`config.mk`:
```
export PLATFORM = sky130hd
export DESIGN_NAME = digit_serial_adder
export DESIGN_NICKNAME = d
export VERILOG_FILES = /design/src/rtl/digit_serial_adder.sv
export SDC_FILE = /design/constraint.sdc
export NUM_CORES = 1
export LEC_CHECK = 0
export BUFFER_PORTS_ARGS = -buffer_cell sky130_fd_sc_hd__buf_4
export CORE_MARGIN = 3
export CORE_UTILIZATION = 49
export DETAILED_ROUTE_END_ITERATION = 7
export PLACE_DENSITY = 0.81
export SLEW_MARGIN = 15
export SYNTH_ARGS = -nofsm -noshare
export SYNTH_HDL_FRONTEND = slang
export SYNTH_SLANG_ARGS = --single-unit
```
`constraint.sdc`:
```
create_clock -name clk -period 5 [get_ports clk]
set_input_delay 1 -clock clk [delete_from_list [all_inputs] [get_ports clk]]
set_output_delay 1 -clock clk [all_outputs]
set_load 0.05 [all_outputs]
```
`src/rtl/digit_serial_adder.sv`:
```
// Digit-serial two's-complement adder/subtractor.
// Processes DIGIT bits per cycle, LSB digit first, over N = WIDTH/DIGIT cycles.
module digit_serial_adder #(
   parameter int WIDTH = 16,
   parameter int DIGIT = 4
) (
   input  logic             clk,
   input  logic             reset,
   input  logic             start,
   input  logic             sub,
   input  logic             acc,
   input  logic [WIDTH-1:0] a,
   input  logic [WIDTH-1:0] b,
   output logic             busy,
   output logic             done,
   output logic [WIDTH-1:0] sum,
   output logic             cout,
   output logic             ovf
);

   localparam int N  = WIDTH / DIGIT;
   localparam int CW = (N > 1) ? $clog2(N) : 1;

   typedef enum logic [1:0] {
      IDLE = 2'd0,
      RUN  = 2'd1,
      DONE = 2'd2
   } state_t;

   state_t           state_q, state_d;
   logic [WIDTH-1:0] opa_q, opa_d;
   logic [WIDTH-1:0] opb_q, opb_d;
   logic [WIDTH-1:0] work_q, work_d;
   logic [WIDTH-1:0] sum_q, sum_d;
   logic [CW-1:0]    cnt_q, cnt_d;
   logic             carry_q, carry_d;
   logic             cout_q, cout_d;
   logic             ovf_q, ovf_d;

   logic [DIGIT:0]   dsum;
   logic [WIDTH-1:0] work_nxt;
   logic             c_msb;
   logic             last;

   always_comb begin
      dsum = {1'b0, opa_q[DIGIT-1:0]} + {1'b0, opb_q[DIGIT-1:0]}
           + {{DIGIT{1'b0}}, carry_q};
      work_nxt = {dsum[DIGIT-1:0], work_q[WIDTH-1:DIGIT]};
      // Carry into the top bit of this digit, recovered from its sum bit
      c_msb = opa_q[DIGIT-1] ^ opb_q[DIGIT-1] ^ dsum[DIGIT-1];
      last  = (cnt_q == CW'(N - 1));
   end

   always_comb begin
      state_d = state_q;
      opa_d   = opa_q;
      opb_d   = opb_q;
      work_d  = work_q;
      sum_d   = sum_q;
      cnt_d   = cnt_q;
      carry_d = carry_q;
      cout_d  = cout_q;
      ovf_d   = ovf_q;
      unique case (state_q)
         IDLE: begin
            if (start) begin
               state_d = RUN;
               opa_d   = acc ? sum_q : a;
               opb_d   = sub ? ~b : b;
               carry_d = sub;
               cnt_d   = '0;
               work_d  = '0;
            end
         end
         RUN: begin
            opa_d   = opa_q >> DIGIT;
            opb_d   = opb_q >> DIGIT;
            work_d  = work_nxt;
            carry_d = dsum[DIGIT];
            cnt_d   = cnt_q + 1'b1;
            if (last) begin
               state_d = DONE;
               sum_d   = work_nxt;
               cout_d  = dsum[DIGIT];
               ovf_d   = c_msb ^ dsum[DIGIT];
            end
         end
         DONE: begin
            state_d = IDLE;
         end
         default: begin
            state_d = IDLE;
         end
      endcase
   end

   always_ff @(posedge clk or posedge reset) begin
      if (reset) begin
         state_q <= IDLE;
         opa_q   <= '0;
         opb_q   <= '0;
         work_q  <= '0;
         sum_q   <= '0;
         cnt_q   <= '0;
         carry_q <= 1'b0;
         cout_q  <= 1'b0;
         ovf_q   <= 1'b0;
      end else begin
         state_q <= state_d;
         opa_q   <= opa_d;
         opb_q   <= opb_d;
         work_q  <= work_d;
         sum_q   <= sum_d;
         cnt_q   <= cnt_d;
         carry_q <= carry_d;
         cout_q  <= cout_d;
         ovf_q   <= ovf_d;
      end
   end

   assign busy = (state_q == RUN);
   assign done = (state_q == DONE);
   assign sum  = sum_q;
   assign cout = cout_q;
   assign ovf  = ovf_q;

endmodule

```
Word level (Yosys, flattened, before mapping) --
Index checks and enable logic that the tools add are counted.
Storage, ports and cells: bits of input ports 37, output and inout port bits 20, register bits after elaboration 71, logic and storage cells 41
Operators by class: equality and inequality tests 5, add/sub/neg operators 3, mux-type cells 15, reduce and logical (&&, ||, !) cells 5, bitwise logic cells 4
Operator list (count):
- $pmux 16 s2 | 3
- $mux 16 | 5
- $not 16->16 | 1
- $pmux 2 s2 | 2
- $mux 2 | 3
- $reduce_and 2->1 | 3
- $add 4x4->5 | 1
- $add 5x1->5 | 1
- $eq 2x2->1 const B | 2
- $xor 1x1->1 | 3
- $add 2x1->2 const B | 1
- $eq 2x1->1 const B | 1
- $logic_not 2->1 | 1
- $ne 2x1->1 const B | 1
- $ne 2x2->1 const B | 1
- $pmux 1 s2 | 1
- $reduce_bool 2->1 | 1
- $mux 1 | 1

Longest topological paths before layout --
word-level depth 4, mapped depth 7, depth with buffers taken out 6

Worst setup path after synthesis --
OpenSTA, ideal clock, no wires.
path type reg2out, start point reg state_q[1], end point out done, stages on the path, launching flop included 4, arrival 1.451 ns, buffers on the path 2, path slack 2.549 ns, required time 4.000 ns, cells stage by stage dfrtp_1 > buf_6 > clkbuf_1 > nor2b_1
Between the ends: word-level cells in the longest chain between the ends 1
RTL lines:
- start: declaration | line 30 | state_t state_q, state_d;
- start signal: assignment | line 109 | state_q <= state_d;
- $eq 2x2->1 | line 122 | assign done = (state_q == DONE);
- end: declaration | line 15 | output logic done,
Every way passes these cells.

Worst setup path in the final report --
start point reg state_q[1], end point out busy
Between the ends: word-level cells in the longest chain between the ends 1
RTL lines:
- $eq 2x1->1 | line 121 | assign busy = (state_q == RUN);
- end: declaration | line 14 | output logic busy,
Every way passes these cells.

==> run metrics <==
initial antenna violation count=0; Post-DP Area=0.00368 mm²; Worst Tran Pin Value=0.912 ns; Initial Util=0.509; # hold bufs at CTS=0; grt ovf=0; ant diodes=0; I/O Buffers=56; WHS Path Cells=2; Hold Crit Class=reg2reg; Vias=2368; DR WL/cell=16.7 µm; TritonCTS Buffers=9; Net Sw Power=1.02 mW; CP max FO=28; FILL cells=526; Flop pwr share=0.408; main area contributors after synthesis=dfrtp_1 (51%), o21ai_0 (6.3%), a22oi_1 (5.3%); top cell types by occurrence after synthesis=dfrtp_1 (67), o21ai_0 (41), nand2_1 (27), a22oi_1 (23), a21oi_1 (16); post-synthesis async set-or-reset flop share=1.00; Mapped Cells=287; Final Hold Vio Count=0; Tot Pwr=2.39 mW; Synth Warn #=0; internal power=1.37 mW; flops & latches, synth=67; worst r2r path cells=4; Net Sw Frac=0.428; area fraction of the dominant cell type after synthesis=0.513; share of cells above drive strength 1=0.305; Reg clk slew, reported paths=0.07 ns; Synth Net Count=330; DP Wirelength=4.75 mm; Rel. slew slack=0.392; Std-Cell Rows=29; Pwr per Cell Area=620 mW/mm²; area share of fa/ha/maj cells after synthesis=0.0276; fin worst setup slack=1.95 ns; CP Capture Type=output port; CTS root buf=clkbuf_8; DR iter-0 viols=117; DIE HEIGHT=87.7 µm; number of flops mapped to enable cells by yosys=0; dpl cells=402; clock share of power=0.166; sequential share of the synthesized area=0.513; outcome=complete, no violations; final net count=379; Post-Place Setup Slack=2.38 ns; DRT Pass-1 Iters=4; post-cts gate resize count=0; dominant cell type by area after synthesis=dfrtp_1; Clock H-tree levels=3; largest family of logic cells by synthesized area=compound AO/OA/AOI/OAI gates; first-pass GRT wire length=11.5 mm; fin crit share=0.609; Comb power frac=0.426; Compound-Gate Fraction of Synth Area=0.180; XOR/XNOR share of the synthesized area=0.0509; maximum root-to-sink buffer count=2; Sink Count=67; full die area=0.00769 mm²; Crit Path Class=reg2out; latest clock arrival within the worst-skew pair=0.34 ns; RD Place Congestion=0.812; ys flop type=dfrtp_1; Leak=1.85 nW; Critical Path Start Type=register; vias in the first global route=2360; Finished Cell Area=0.00386 mm²; VDD IR max=374 µV; Pins Over Slew Limit=0; Util after Layout=0.601; DRC Markers=0; non-filler cells, final=418; synthesized area=0.00327 mm²; CP Data Required Time=4.00 ns; Worst Path Arrival=2.05 ns; Hold WS=0.488 ns; min cycle time layout=3.05 ns; GRT Overall Usage=0.197; max-capacitance violation count=0; CTS tree=yes; RSZ-0062 raised after global routing=false; Core Area=0.00642 mm²; area delta synth->final=18.1%; Post-Synthesis Mean Instance Area=11.4 µm²; simple-gate share of the synthesized area=0.0727; setup tns final=0 ns; mux cell area share after synthesis=0.114; final WL=6.99 mm; die width=87.7 µm; ANT nets after route=0; most common cell in the netlist=dfrtp_1; final count of negative-setup-slack endpoints=0; clk_skew=0.00754 ns; Ports=57; Post-CTS Setup Bufs=0; Synth cell types=28; Fmax=328 MHz; largest net degree at the start of global routing=37; via/cell ratio=5.67
placed cells by master, fill, tap and decap left out, drive strengths merged, types with 10 or more instances in the layout:
cell type and count:
a21oi 16, a22o 11, a22oi 23, buf 58
clkbuf 10, dfrtp 67, mux2 25, nand2 28
nor2b 15, o21ai 41, xor2 13
flip-flops by register name, indices dropped and copies added, names as in the netlist:
signal / count
cnt_q: 2
work_q: 12
state_q: 2
ovf: 1
cout: 1
opb_q: 16
sum: 16
opa_q: 16
carry_q: 1
power groups by stage:
stage / Combinational (mW) / Sequential (mW) / Clock [mW]
after floorplan: 0.611 / 1.09 / 0
after global placement: 0.984 / 0.968 / 0
after detailed placement: 1.02 / 0.977 / 0
after CTS: 1.02 / 0.972 / 0.405
after global routing: 1.11 / 1.01 / 0.434
final: 1.02 / 0.976 / 0.397
worst paths after layout:
| path | to | startpoint | slack [ns] |
|---|---|---|---|
| min in group asynchronous | work_q[12] | reset | 0.75 |
| worst min-delay path | opa_q[15] | opa_q[15] | 0.49 |
| worst min register to register | opa_q[15] | opa_q[15] | 0.49 |
| worst max-delay path | busy | state_q[1] | 1.95 |
| max in group asynchronous | opb_q[3] | reset | 3.34 |
| worst max register to register | sum[11] | state_q[1] | 2.70 |
critical path, cell delays in order, from the launching register on:
cell and delay (ns):
dfrtp_1 0.89, nand2b_4 0.32, clkinv_4 0.22, buf_4 0.27
logic make-up after synthesis:
family	count (synthesis)
compound gates	95
xor+xnor	19
fa+ha+maj	6
buf+inv	23
flops	67
mux	30
simple gates	47
metal layers:
layer,vias to the layer above,GRT usage,routed length (µm)
li1,1117,-,-
met3,17,0.0470,260
met2,62,0.303,3490
met4,0,0.0837,180
met1,1172,0.269,3060
met5,-,0,0
layout make-up:
class / instances / area [µm²] / area share
tap: 77 / 96.3 / 0.0250
sequential: 67 / 1680 / 0.434
clock buffer: 10 / 138 / 0.0357
clock inverter: 6 / 41.3 / 0.0107
timing repair buffer: 58 / 435 / 0.113
multi-input combinational: 197 / 1460 / 0.377
inverter: 3 / 16.3 / 0.00421
Note: power is estimated with default switching activity, not from simulation.
